## src/rtl/hub75_bcm_driver.sv

```systemverilog
// rtl/hub75_bcm_driver.sv - HUB75 LED-matrix driver with binary-coded modulation over colour bit planes
module hub75_bcm_driver #(
  parameter int COLS       = 32,
  parameter int ROW_ADDR_W = 4,
  parameter int BPC        = 4,
  parameter int DISP_BASE  = 8
) (
  input  logic                                  clk,
  input  logic                                  rst,
  input  logic                                  enable,
  output logic [ROW_ADDR_W+$clog2(COLS)-1:0]    fb_addr,
  input  logic [6*BPC-1:0]                      fb_data,
  output logic [1:0]                            mat_r,
  output logic [1:0]                            mat_g,
  output logic [1:0]                            mat_b,
  output logic [ROW_ADDR_W-1:0]                 mat_row,
  output logic                                  mat_clk,
  output logic                                  mat_lat,
  output logic                                  mat_oe,
  output logic                                  busy,
  output logic                                  frame_done
);

  localparam int COL_W    = $clog2(COLS);
  localparam int PLANE_W  = (BPC > 1) ? $clog2(BPC) : 1;
  localparam int DISP_MAX = DISP_BASE << (BPC - 1);
  localparam int DISP_W   = $clog2(DISP_MAX + 1);

  typedef enum logic [2:0] {
    S_IDLE,
    S_PREFETCH,
    S_SHIFT,
    S_BLANK,
    S_LATCH,
    S_DISPLAY
  } state_t;

  state_t state, state_nxt;

  logic [ROW_ADDR_W-1:0] row;
  logic [PLANE_W-1:0]    plane;
  logic [COL_W-1:0]      col;
  logic                  phase;
  logic [DISP_W-1:0]     disp_cnt;
  logic [DISP_W-1:0]     disp_len;

  logic plane_last, frame_end, disp_done, col_last;
  logic [ROW_ADDR_W-1:0] row_start;

  logic [BPC-1:0] r0_f, g0_f, b0_f, r1_f, g1_f, b1_f;

  logic [ROW_ADDR_W+COL_W-1:0] fb_addr_d;
  logic [1:0]                  mat_r_d, mat_g_d, mat_b_d;
  logic [ROW_ADDR_W-1:0]       mat_row_d;
  logic                        mat_clk_d, mat_lat_d, mat_oe_d, busy_d, frame_done_d;

  assign {b1_f, g1_f, r1_f, b0_f, g0_f, r0_f} = fb_data;

  assign disp_len   = DISP_W'(DISP_BASE) << plane;
  assign plane_last = (plane == PLANE_W'(BPC - 1));
  assign frame_end  = plane_last && (&row);
  assign disp_done  = (disp_cnt == '0);
  assign col_last   = phase && (col == COL_W'(COLS - 1));

  // Row whose pixels the next PREFETCH will address
  always_comb begin
    row_start = row;
    if (state == S_IDLE)
      row_start = '0;
    else if (state == S_DISPLAY && plane_last)
      row_start = row + 1'b1;
  end

  // State register
  always_ff @(posedge clk or negedge rst) begin
    if (!rst)
      state <= S_IDLE;
    else
      state <= state_nxt;
  end

  // Next-state decode; enable only matters in IDLE or at the end of a frame
  always_comb begin
    state_nxt = state;
    case (state)
      S_IDLE:     if (enable) state_nxt = S_PREFETCH;
      S_PREFETCH: state_nxt = S_SHIFT;
      S_SHIFT:    if (col_last) state_nxt = S_BLANK;
      S_BLANK:    state_nxt = S_LATCH;
      S_LATCH:    state_nxt = S_DISPLAY;
      S_DISPLAY: begin
        if (disp_done) begin
          if (frame_end && !enable)
            state_nxt = S_IDLE;
          else
            state_nxt = S_PREFETCH;
        end
      end
      default:    state_nxt = S_IDLE;
    endcase
  end

  // Scan counters: row, plane, column/phase and display countdown
  always_ff @(posedge clk or negedge rst) begin
    if (!rst) begin
      row      <= '0;
      plane    <= '0;
      col      <= '0;
      phase    <= 1'b0;
      disp_cnt <= '0;
    end else begin
      case (state)
        S_IDLE: begin
          row   <= '0;
          plane <= '0;
        end
        S_PREFETCH: begin
          col   <= '0;
          phase <= 1'b0;
        end
        S_SHIFT: begin
          phase <= ~phase;
          if (phase)
            col <= col + 1'b1;
        end
        S_LATCH: disp_cnt <= disp_len - 1'b1;
        S_DISPLAY: begin
          if (!disp_done) begin
            disp_cnt <= disp_cnt - 1'b1;
          end else if (plane_last) begin
            plane <= '0;
            row   <= row + 1'b1;
          end else begin
            plane <= plane + 1'b1;
          end
        end
        default: ;
      endcase
    end
  end

  // Output decode: address leads data by one cycle, pixel bits settle a cycle before mat_clk rises
  always_comb begin
    fb_addr_d    = fb_addr;
    mat_r_d      = mat_r;
    mat_g_d      = mat_g;
    mat_b_d      = mat_b;
    mat_row_d    = mat_row;
    mat_clk_d    = (state == S_SHIFT) && phase;
    mat_lat_d    = (state_nxt == S_LATCH);
    mat_oe_d     = (state_nxt != S_DISPLAY);
    busy_d       = (state_nxt != S_IDLE);
    frame_done_d = (state == S_DISPLAY) && disp_done && frame_end;
    if (state_nxt == S_PREFETCH)
      fb_addr_d = {row_start, {COL_W{1'b0}}};
    else if (state == S_SHIFT && !phase)
      fb_addr_d = {row, col + 1'b1};
    if (state == S_SHIFT && !phase) begin
      mat_r_d = {r1_f[plane], r0_f[plane]};
      mat_g_d = {g1_f[plane], g0_f[plane]};
      mat_b_d = {b1_f[plane], b0_f[plane]};
    end
    if (state_nxt == S_LATCH)
      mat_row_d = row;
  end

  // Output registers; OE is forced off asynchronously by reset
  always_ff @(posedge clk or negedge rst) begin
    if (!rst) begin
      fb_addr    <= '0;
      mat_r      <= '0;
      mat_g      <= '0;
      mat_b      <= '0;
      mat_row    <= '0;
      mat_clk    <= 1'b0;
      mat_lat    <= 1'b0;
      mat_oe     <= 1'b1;
      busy       <= 1'b0;
      frame_done <= 1'b0;
    end else begin
      fb_addr    <= fb_addr_d;
      mat_r      <= mat_r_d;
      mat_g      <= mat_g_d;
      mat_b      <= mat_b_d;
      mat_row    <= mat_row_d;
      mat_clk    <= mat_clk_d;
      mat_lat    <= mat_lat_d;
      mat_oe     <= mat_oe_d;
      busy       <= busy_d;
      frame_done <= frame_done_d;
    end
  end

endmodule

```

## config.mk

```make
export PLATFORM = sky130hd
export DESIGN_NAME = hub75_bcm_driver
export DESIGN_NICKNAME = d
export VERILOG_FILES = /design/src/rtl/hub75_bcm_driver.sv
export SDC_FILE = /design/constraint.sdc
export NUM_CORES = 1
export LEC_CHECK = 0
export BUFFER_PORTS_ARGS = -buffer_cell sky130_fd_sc_hd__buf_2
export CAP_MARGIN = 0
export CORE_UTILIZATION = 57
export CTS_BUF_LIST = sky130_fd_sc_hd__clkbuf_4 sky130_fd_sc_hd__clkbuf_8
export DETAILED_ROUTE_END_ITERATION = 8
export GPL_ROUTABILITY_DRIVEN = 1
export GPL_TIMING_DRIVEN = 0
export MAX_ROUTING_LAYER = met4
export PLACE_DENSITY = 0.83
export SYNTH_ARGS = -nofsm -noshare
export SYNTH_HDL_FRONTEND = slang
export SYNTH_SLANG_ARGS = --single-unit
```

## constraint.sdc

```tcl
create_clock -name clk -period 2.56 [get_ports clk]
set_input_delay 0 -clock clk [delete_from_list [all_inputs] [get_ports clk]]
set_output_delay 0 -clock clk [all_outputs]
set_load 0.1 [all_outputs]
```

# ---- Word-level counts from Yosys, hierarchy flattened
# Index checks and enable logic that the tools add are counted.
# Widths: inputs -> output; s select.
dict set report word_totals {
  reg_bits 46
  input_bits 27
  output_inout_bits 24
  elab_cells 92
}
dict set report classes {
  n_addsub 5
  n_lt_le_gt_ge 1
  n_eq_ne 14
  shifts 1
  mux 32
  n_bitwise 1
  n_reduce_logical 22
}
# operator n
set ops {}
lappend ops {{$mux 9} 2}
lappend ops {{$pmux 3 s6} 1}
lappend ops {{$mux 4} 4}
lappend ops {{$pmux 7 s2} 1}
lappend ops {{$sub 7x1->7 const B} 2}
lappend ops {{$bmux 1 s2} 6}
lappend ops {{$pmux 5 s2} 1}
lappend ops {{$eq 3x3->1 const B} 3}
lappend ops {{$mux 3} 3}
lappend ops {{$logic_and 1x1->1} 8}
lappend ops {{$ne 2x2->1 const B} 4}
lappend ops {{$pmux 4 s2} 1}
lappend ops {{$reduce_bool 2->1} 4}
lappend ops {{$logic_not 7->1} 1}
lappend ops {{$mux 1} 7}
lappend ops {{$mux 7} 1}
lappend ops {{$shl 4x2->7 const A} 1}
lappend ops {{$eq 3x1->1 const B} 2}
lappend ops {{$eq 3x2->1 const B} 2}
lappend ops {{$reduce_and 2->1} 3}
lappend ops {{$add 5x1->5 const B} 1}
lappend ops {{$eq 5x5->1 const B} 1}
lappend ops {{$mux 5} 1}
lappend ops {{$add 4x1->4 const B} 1}
lappend ops {{13 further kinds} 15}

# ---- Depth between registers and ports, before layout
# Gate-level depths: netlist of run 1.
dict set report logic_depth {
  ltp_word 8
  depth_mapped 10
  ltp_nobuf 8
}

# ---- Worst setup path before layout of run 1
# No wires, ideal clock.
dict set report synth_timing {
  kind {reg-to-reg}
  startpoint {register state[1]}
  endpoint {register disp_cnt[4]}
  setup_time_ns 0.119
  arrival_ns 1.937
  required_time_ns 2.441
  slack_ns 0.504
  stages_incl_launch_ff 10
  path_buffers 2
  period_less_slack_ns 2.056
  path_cell_list {dfrtp_1 -> buf_2 -> and3b_1 -> clkbuf_1 -> nand2_1 -> ha_1 -> nand3_1 -> o21ai_0 -> o21a_1 -> o21a_1}
}
dict set report synth_between {
  elab_chain_cells 3
  elab_cells_between_ends 6
  classes_between {3 x eq/ne; 1 x mux; 2 x reduce/logical}
}
# element line
set synth_lines {}
lappend synth_lines {{start, declared} 38} ;# state_t state, state_nxt;
lappend synth_lines {{start signal, assigned} 79} ;# state <= state_nxt;
lappend synth_lines {{$eq 3x3->1} 112} ;# case (state)
lappend synth_lines {{$ne 2x2->1 (no source line) / $reduce_bool 2->1 (equally long branches)} --}
lappend synth_lines {{$reduce_and 2->1 (no source line)} --}
lappend synth_lines {{end signal, assigned} 126} ;# S_LATCH: disp_cnt <= disp_len - 1'b1;
lappend synth_lines {{end signal, assigned} 129} ;# disp_cnt <= disp_cnt - 1'b1;
lappend synth_lines {{end, declared} 44} ;# logic [DISP_W-1:0] disp_cnt;
# Parallel ways exist; a longest one is shown, timed or not.
# A chain may end at the register's enable or synchronous reset.

# ---- Final worst setup path of run 1
dict set report layout_timing {
  startpoint {register state[1]}
  endpoint {register disp_cnt[6]}
}
# The elaborated chain is that of the path after synthesis.

==> results of run 1 <==
-- kinds of logic after synthesis --
group,Yosys count
simple gates,115
compound gates,70
flops,46
buf+inv,24
mux,13
fa+ha+maj,8
xor+xnor,5
-- worst max path at each step --
stage | startpoint | cells after the start | endpoint
6_report | state[1] | 10 | disp_cnt[6]
5_1_grt | state[1] | 10 | disp_cnt[6]
4_1_cts | state[1] | 9 | disp_cnt[4]
3_5_place_dp | state[1] | 9 | disp_cnt[4]
3_3_place_gp | state[1] | 9 | disp_cnt[4]
2_1_floorplan | state[1] | 9 | disp_cnt[4]
-- power groups by stage --
| stage | combinational (mW) | clock [mW] | sequential, mW |
|---|---|---|---|
| 2_1_floorplan | 0.0123 | 0 | 0.784 |
| 3_3_place_gp | 0.0874 | 0 | 0.747 |
| 3_5_place_dp | 0.0894 | 0 | 0.747 |
| 4_1_cts | 0.0905 | 0.557 | 0.733 |
| 5_1_grt | 0.0963 | 0.589 | 0.734 |
| 6_report | 0.0893 | 0.553 | 0.733 |
-- stage by stage --
step,power (mW),std cells
after global routing,1.42,392
after global placement,0.835,383
after detailed placement,0.837,383
final,1.37,392
after CTS,1.38,392
after floorplan,0.796,281
-- sequential cells by signal (all words and copies together), names as in the netlist, 2 cells and up --
name	flops
fb_addr	9
disp_cnt	7
col	5
mat_row	4
row	4
state	3
mat_b	2
mat_g	2
mat_r	2
plane	2
-- cell usage after synthesis (all sizes together), types with 2 or more instances --
library cell	number	area share [%]
nor4b	2	0.90
nor2	15	2.1
nand2	50	7.4
o21ai	23	4.4
and2	3	0.76
inv	9	1.3
o31ai	2	0.57
a21oi	15	3.0
nor2b	5	1.2
o211ai	4	1.1
dfrtp	45	43
buf	5	1.0
or3	4	1.1
a211oi	3	0.86
clkbuf	10	1.4
nand2b	2	0.47
a22oi	4	1.1
nand3	11	2.1
mux2	3	1.3
and3	2	0.67
ha	8	3.8
mux4	6	5.1
mux2i	4	1.5
o22ai	4	0.95
a31oi	4	0.95
o21a	3	0.86
nor4	3	1.3
nor3	12	2.7
xnor2	4	1.3
-- cells in the final DEF (no fill, tap or decap), types with 2 or more instances in the layout --
master and count:
nand3_1 11, or3_1 3, nand2b_1 2, and2_1 2, dfrtp_1 45, o21ai_0 23
nor2b_1 5, buf_2 54, nor3_1 10, xnor2_1 4, mux2_2 3, mux2i_1 4
inv_1 9, mux4_2 6, clkbuf_8 5, a21oi_1 14, nor3_2 2, o21a_1 3
a211oi_1 3, a22oi_1 4, nor4_1 2, o22ai_1 4, o211ai_1 4, clkbuf_4 2
ha_1 8, clkbuf_1 8, clkbuf_2 2, a31oi_1 4, nor2_1 15, o31ai_1 2
nand2_1 49
-- worst max-delay path: stages (launching register included) --
cell,delay [ps]
dfrtp_1,330
buf_2,190
and3b_1,260
clkbuf_2,220
nand2_1,130
ha_1,250
nor4b_1,330
xnor2_1,160
nor3_1,60
a31oi_1,170
nand2_1,70
-- cell type report --
type | instances | area, sq um | share of cell area [%]
Tap cell | 52 | 65.1 | 2.12
Buffer | 15 | 67.6 | 2.20
Multi-Input combinational cell | 211 | 1380 | 45.0
Clock inverter | 1 | 30.0 | 0.976
Clock buffer | 7 | 83.8 | 2.73
Sequential cell | 46 | 1150 | 37.5
Timing Repair Buffer | 51 | 260 | 8.46
Inverter | 9 | 33.8 | 1.10
-- metal layers --
metal  share of wire (%)  GRT usage [%]  vias up
met3                 6.9           5.05        9
li1                    -              -     1129
met4                0.85           6.44        0
met5                   0              -        -
met1                  44           38.2     1114
met2                  48           44.6      114
-- what timing repair did --
| action | 4_1_cts | 5_1_grt |
|---|---|---|
| setup endpoints to repair | 0 | 3 |
| hold endpoints to repair | 45 | 0 |
| resized for setup | 0 | 4 |
| hold buffers | 1 | 0 |
==> impl_metrics.ini, run 1 <==
[status]
status = completed

[sta]
min_period_over_period_pct = 89.8
worst_pin_slew_ps = 1020
hold_viol = 0
rsz0062_at_grt = false
fmax_mhz = 435
setup_ws_ps = 262
post-route-min-period_ps = 2300
holdWs_ps = 50.1
setup-violations-final = 0
fin_worst_skew_ps = 11.8
slew_headroom_pct = 32.1
timing.final.max_slew_violations = 0
setup_tns_ps = 0

[pwr]
cellLeakagePower_nw = 1.42
ir_worst_vdd_mv = 0.233
sw_frac_of_total_pct = 22.1
power.density_mw_per_mm2 = 447
net-switching-power_mw = 0.304
p_int_mw = 1.07
power_frac_seq_pct = 53.3
combPwrFrac_pct = 6.5
p_clk_share_pct = 40.2

[place]
post_dp_cell_area_sq_mm = 0.00295
io_buffer_count = 50
place_ws_ps = 136
dp_hpwl_microns = 4410
gp_congestion = 0.896

[clock_network]
cts_sinks = 46
cts_tree = built
clockBufferDepth = 2
clk_pin_slew_ps = 80
insertion_delay_ps = 310
cts_setup_buffers = 0
numCtsBuffers = 5
clock-root-buffer = clkbuf_8
htreeDepth = 2

[worst_setup_path]
endpoint_kind = register
timing.rr.start = state[1]
crit_path_start_kind = register
reg2regPathDepth = 10
r2r_end = disp_cnt[6]
r2r_slack_ps = 260
critPathArrivalTime_ps = 2480
crit_required_ps = 2750
path_max_fanout = 10
crit_type = register to register

[global_routing]
overflow = 0
grtUsageTotal_pct = 28.2
grt_pass1_wl_microns = 10600
antenna_found_initial = 0
first_global_vias = 2301
grt_max_degree = 47

[floorplan]
io_pins = 51
die_h_microns = 70.0
rows = 24
initial_core_util_pct = 60.1
die_area_sq_mm = 0.00490
core_sq_mm = 0.00438
die_w_microns = 70.0

[synth]
syn_area_per_cell_sq_um = 9.37
synth_seq_area_share_pct = 43.8
synth_edf_count = 0
synth-simple-area-share_pct = 22.5
mappedNetlistArea_sq_mm = 0.00263
synth_seq_cells = 46
synth.area.mux_share_pct = 7.93
synth_compound_area_share_pct = 16.6
synth_cells = 281
postSynthNetCount = 316
synthAdderAreaFrac_pct = 3.80
ys.flop_type = dfrtp_1
synth-xor-area-share_pct = 1.66
synth_top_family_by_area = simple AND/OR/NAND/NOR gates
synthArstFlopShare_pct = 100
synth_cell_type_count = 54
ys_warn_count = 0

[finish]
fin_util_pct = 70.1
final_cell_area_sq_mm = 0.00308
syn_to_final_growth_pct = 16.8
num-nets-final = 374
n_antenna_cell = 0
drive_gt1_share_pct = 25.3
num-fill-cells = 360

[worst_hold_path]
hold_end = state[0]
min-delay-start = enable
hold_path_class = primary input to register
hold_depth = 3

[flow_run]
maxCapViolCount = 0

[routing]
vias = 2366
firstDrtPassIters = 5
wl_per_cell_microns = 15.6
viasPerCell = 6.04
first_iter_violations = 250
drc = 0
ant_nets = 0
routed_wl_microns = 6120
No activity file was read; power rests on OpenSTA's default activity.
==> run 2, diff against run 1 <==
--- a/config.mk
+++ b/config.mk
@@ -14,6 +14,7 @@
 export GPL_TIMING_DRIVEN = 0
 export MAX_ROUTING_LAYER = met4
 export PLACE_DENSITY = 0.83
+export RECOVER_POWER = 50
 export SYNTH_ARGS = -nofsm -noshare
 export SYNTH_HDL_FRONTEND = slang
 export SYNTH_SLANG_ARGS = --single-unit
==> run 2 against run 1 <==
  * Sequential cell count did not move
  * Via count is essentially flat
  * Critical path depth did not move
  * Die area unchanged
  * Cell count did not move
  * Highest routed layer unchanged
==> impl_metrics.ini, run 2 (synthesis results as in run 1) <==
[status]
status = completed

[sta]
holdWs_ps = 53.7
rsz0062_at_grt = false
fmax_mhz = 433
setup_tns_ps = 0
fin_worst_skew_ps = 13.3
min_period_over_period_pct = 90.3
timing.final.max_slew_violations = 0
setup_ws_ps = 249
slew_headroom_pct = 21.9
worst_pin_slew_ps = 1180
hold_viol = 0
post-route-min-period_ps = 2310
setup-violations-final = 0

[finish]
top_regs = fb_addr: 9 flops, disp_cnt: 7 flops, col: 5 flops
num-nets-final = 374
final_common_cell = nand2_1
syn_to_final_growth_pct = 15.6
largest_reg_flops = 9
num-fill-cells = 371
n_antenna_cell = 0
regMostFlops = fb_addr
final_cell_mix = nand2_1 (49), dfrtp_1 (45), clkbuf_1 (33)
drive_gt1_share_pct = 17.9

[worst_setup_path]
crit_required_ps = 2750
path_max_fanout = 10
crit_end = disp_cnt[6]
timing.rr.start = state[1]
reg2regPathDepth = 10
critPathArrivalTime_ps = 2500
r2r_slack_ps = 250
crit_path_start_kind = register
crit_type = register to register
r2r_end = disp_cnt[6]
endpoint_kind = register
crit_start = state[1]

[clock_network]
cts_setup_buffers = 0
clk_pin_slew_ps = 70
htreeDepth = 2
clock-root-buffer = clkbuf_8
insertion_delay_ps = 310
cts_sinks = 46
numCtsBuffers = 5
clockBufferDepth = 2
cts_tree = built

[floorplan]
initial_core_util_pct = 60.1
die_w_microns = 70.0
core_sq_mm = 0.00438
die_area_sq_mm = 0.00490
die_h_microns = 70.0
io_pins = 51
rows = 24

[routing]
ant_nets = 0
routed_wl_microns = 6180
firstDrtPassIters = 4
first_iter_violations = 239
wl_per_cell_microns = 15.8
vias = 2364
drc = 0
viasPerCell = 6.03

[global_routing]
overflow = 0
antenna_found_initial = 0
grtUsageTotal_pct = 28.2
grt_pass1_wl_microns = 10600
first_global_vias = 2301
grt_max_degree = 47

[pwr]
cellLeakagePower_nw = 1.34
ir_worst_vdd_mv = 0.234
power.density_mw_per_mm2 = 451

[worst_hold_path]
hold_depth = 3
hold_path_class = primary input to register

[place]
dp_hpwl_microns = 4410
place_ws_ps = 136
gp_congestion = 0.896
io_buffer_count = 50

[flow_run]
maxCapViolCount = 0
==> run 2: cell count changes in the layout (fill, tap and decap cells not counted), sizes merged <==
cell and delta:
buf -26, clkbuf +26
==> run 2: final cells by class <==
class	count	area, sq um	share of cell area [%]
Multi-Input combinational cell	211	1380	45.4
Sequential cell	46	1150	37.9
Timing Repair Buffer	51	230	7.56
Clock buffer	7	83.8	2.75
Buffer	15	66.3	2.18
Tap cell	52	65.1	2.14
Inverter	9	33.8	1.11
Clock inverter	1	30.0	0.986
==> run 2: critical path, cell delays in order (launching register included) <==
cell	delay (ps)
dfrtp_1	330
buf_2	200
and3b_1	260
clkbuf_2	220
nand2_1	130
ha_1	250
nor4b_1	330
xnor2_1	170
nor3_1	60
a31oi_1	180
nand2_1	70
==> run 2: how the worst min path moves through the flow <==
| stage | start | end | slack, ps |
|---|---|---|---|
| 6_report | enable | state[0] | 50 |
| 5_1_grt | enable | state[0] | 100 |
| 4_1_cts | enable | state[0] | 40 |
| 3_5_place_dp | rst | mat_row[2] | 220 |
| 3_3_place_gp | rst | mat_lat | 220 |
| 2_1_floorplan | rst | busy | -300 |
==> run 2: per-layer routing <==
| layer | track usage, % | vias to the layer above | share of wire, % | routed length, microns |
|---|---|---|---|---|
| met5 | - | - | 0 | 0 |
| met4 | 6.44 | 0 | 0.73 | 45 |
| met3 | 5.05 | 7 | 7.9 | 486 |
| met2 | 44.6 | 112 | 48 | 2960 |
| met1 | 38.2 | 1115 | 44 | 2690 |
| li1 | - | 1130 | - | - |
==> run 2: power by group <==
| group | total (mW) | internal, mW | switching [mW] | leakage, nW |
|---|---|---|---|---|
| Clock | 0.552 | 0.313 | 0.238 | 0.0593 |
| Combinational | 0.0880 | 0.0252 | 0.0628 | 0.687 |
| Sequential | 0.733 | 0.731 | 0.00215 | 0.591 |
| Total | 1.37 | 1.07 | 0.303 | 1.34 |
==> run 2: through the flow <==
| stage | power [mW] | instances | area, sq um | util [%] |
|---|---|---|---|---|
| 6_report | 1.37 | 392 | 3040 | 69.4 |
| 5_1_grt | 1.42 | 392 | 3040 | 69.4 |
| 4_1_cts | 1.38 | 392 | 3070 | 70.1 |
| 3_5_place_dp | 0.837 | 383 | 2950 | 67.3 |
| 3_3_place_gp | 0.835 | 383 | 2950 | 67.3 |
| 2_1_floorplan | 0.796 | 281 | 2630 | - |
==> run 2: repair_timing <==
item	CTS	global route
resized for setup	0	4
endpoints found under the setup margin	0	3
hold endpoints to repair	45	0
hold buffers	1	0
==> run 3, diff against run 2 <==
--- a/config.mk
+++ b/config.mk
@@ -7,6 +7,7 @@
 export LEC_CHECK = 0
 export BUFFER_PORTS_ARGS = -buffer_cell sky130_fd_sc_hd__buf_2
 export CAP_MARGIN = 0
+export CORE_ASPECT_RATIO = 1.25
 export CORE_UTILIZATION = 57
 export CTS_BUF_LIST = sky130_fd_sc_hd__clkbuf_4 sky130_fd_sc_hd__clkbuf_8
 export DETAILED_ROUTE_END_ITERATION = 8
==> run 3 against run 2 <==
  * First-iteration DRC count decreased by 25%
  * Sequential power about the same
  * Fmax about the same
  * Via count decreased by 0.13%
  * Core utilization decreased by 0.87 points
  * Largest cell class unchanged
  * Largest power group unchanged
==> impl_metrics.ini, run 3 (synthesis results as in run 1) <==
[sta]
fin_worst_skew_ps = 3.22
hold_viol = 0
worst_pin_slew_ps = 1190
fmax_mhz = 432
slew_headroom_pct = 21.1
min_period_over_period_pct = 90.3
setup-violations-final = 0
setup_tns_ps = 0
rsz0062_at_grt = false
timing.final.max_slew_violations = 0
post-route-min-period_ps = 2310

[worst_hold_path]
hold_path_class = primary input to register
min-delay-start = enable
hold_end = state[0]
hold_depth = 3

[worst_setup_path]
crit_required_ps = 2750
critPathTopFamily = simple AND/OR/NAND/NOR gates
endpoint_kind = register
max_stage_delay_ps = 380
timing.rr.start = state[1]
crit_top_cell = nand2_1
path_max_fanout = 10
critical_path_buf_inv_count = 2
cp_slowest_cell = dfrtp_1
crit_path_start_kind = register
crit_type = register to register
r2r_slack_ps = 250
reg2regPathDepth = 10
path_cells = buf_2 -> and3b_1 -> clkbuf_2 -> nand2_1 -> ha_1 -> nor4b_2 -> xnor2_1 -> nor3_1 -> a31oi_1 -> nand2_1
r2r_end = disp_cnt[6]
critPathArrivalTime_ps = 2500

[flow_run]
maxCapViolCount = 0

[place]
io_buffer_count = 50
gp_congestion = 0.974
post_dp_cell_area_sq_mm = 0.00296
dp_hpwl_microns = 4510

[finish]
top_regs = fb_addr: 9 flops, disp_cnt: 7 flops, col: 5 flops
syn_to_final_growth_pct = 15.2
drive_gt1_share_pct = 18.2
register_area_sq_mm = 0.00115
final_cell_mix = nand2_1 (49), dfrtp_1 (45), clkbuf_1 (33)
final_common_cell = nand2_1
multi_input_area_sq_mm = 0.00139
final_cell_area_sq_mm = 0.00303
largest_reg_flops = 9
num-fill-cells = 381
num-nets-final = 374
regMostFlops = fb_addr
n_antenna_cell = 0

[clock_network]
clockBufferDepth = 2
numCtsBuffers = 5
cts_setup_buffers = 0
htreeDepth = 2
clk_pin_slew_ps = 80
cts_tree = built
clock-root-buffer = clkbuf_8
insertion_delay_ps = 300
cts_sinks = 46

[routing]
ant_nets = 0
firstDrtPassIters = 5
drc = 0
viasPerCell = 5.93
first_iter_violations = 180
vias = 2361
routed_wl_microns = 6160
wl_per_cell_microns = 15.5

[pwr]
power.density_mw_per_mm2 = 419
cellLeakagePower_nw = 1.33
ir_worst_vdd_mv = 0.356

[global_routing]
grt_max_degree = 47
antenna_found_initial = 0
first_global_vias = 2217
overflow = 0
grtUsageTotal_pct = 27.8
grt_pass1_wl_microns = 10300

[floorplan]
initial_core_util_pct = 59.5
die_h_microns = 78
io_pins = 51
die_area_sq_mm = 0.00490
core_sq_mm = 0.00443
rows = 27
die_w_microns = 62.8

[status]
status = completed
run 3: cell types whose count changed in the layout (fill, tap and decap cells not counted), sizes merged:
| cell | delta |
|---|---|
| clkbuf | -2 |
| bufinv | -1 |
| buf | +1 |
| clkinv | +2 |
run 3: worst max-delay path by stage:
| stage | depth (start not counted) | slack, ps | startpoint | endpoint |
|---|---|---|---|---|
| after floorplan | 9 | 500 | state[1] | disp_cnt[4] |
| after global placement | 9 | 150 | state[1] | disp_cnt[4] |
| after detailed placement | 9 | 160 | state[1] | disp_cnt[4] |
| after CTS | 9 | 110 | state[1] | disp_cnt[4] |
| after global routing | 10 | 20 | state[1] | disp_cnt[6] |
| final | 10 | 250 | state[1] | disp_cnt[6] |
run 3: per-layer routing:
layer,part of all wire [%],routed length [microns],global-route usage (%),up-vias
met5,0,0,-,-
met4,2.1,127,10.0,0
met3,6.7,411,4.26,15
met2,51,3130,45.8,110
met1,40,2490,34.5,1110
li1,-,-,-,1126
run 3: final cells by class:
type,count,share of cell area (%)
buffer,15,2.14
clock buffer,6,2.52
clock inverter,2,0.454
inverter,9,1.11
multi-input combinational,211,45.8
sequential,46,38.0
tap,58,2.39
timing repair buffer,51,7.63
run 3: worst register-to-register path, stage by stage (launching register included):
cell	delay, ps
dfrtp_1	380
buf_2	180
and3b_1	340
clkbuf_2	280
nand2_1	110
ha_1	260
nor4b_2	190
xnor2_1	140
nor3_1	60
a31oi_1	200
nand2_1	80
run 3: per-stage QoR:
stage | hold WS, ps | std cells | total power [mW] | utilization [%] | setup slack, ps
finish | 36.3 | 398 | 1.27 | 68.6 | 248
CTS | 27.4 | 398 | 1.28 | 69.1 | 114
floorplan | -296 | 281 | 0.796 | - | 504
global placement | 212 | 389 | 0.835 | 66.8 | 151
global route | 82.7 | 398 | 1.31 | 68.6 | 23.7
detailed placement | 223 | 389 | 0.838 | 66.8 | 158
run 3: what timing repair did:
| action | in CTS | in global routing |
|---|---|---|
| hold buffers | 1 | 0 |
| gates resized for setup | 0 | 3 |
| endpoints found under the hold margin | 45 | 0 |
| endpoints found under the setup margin | 0 | 2 |
run 3: report_power, final:
group	switching, mW	leakage (nW)	internal [mW]
combinational	0.0638	0.690	0.0253
clock	0.245	0.0486	0.203
sequential	0.00230	0.591	0.731
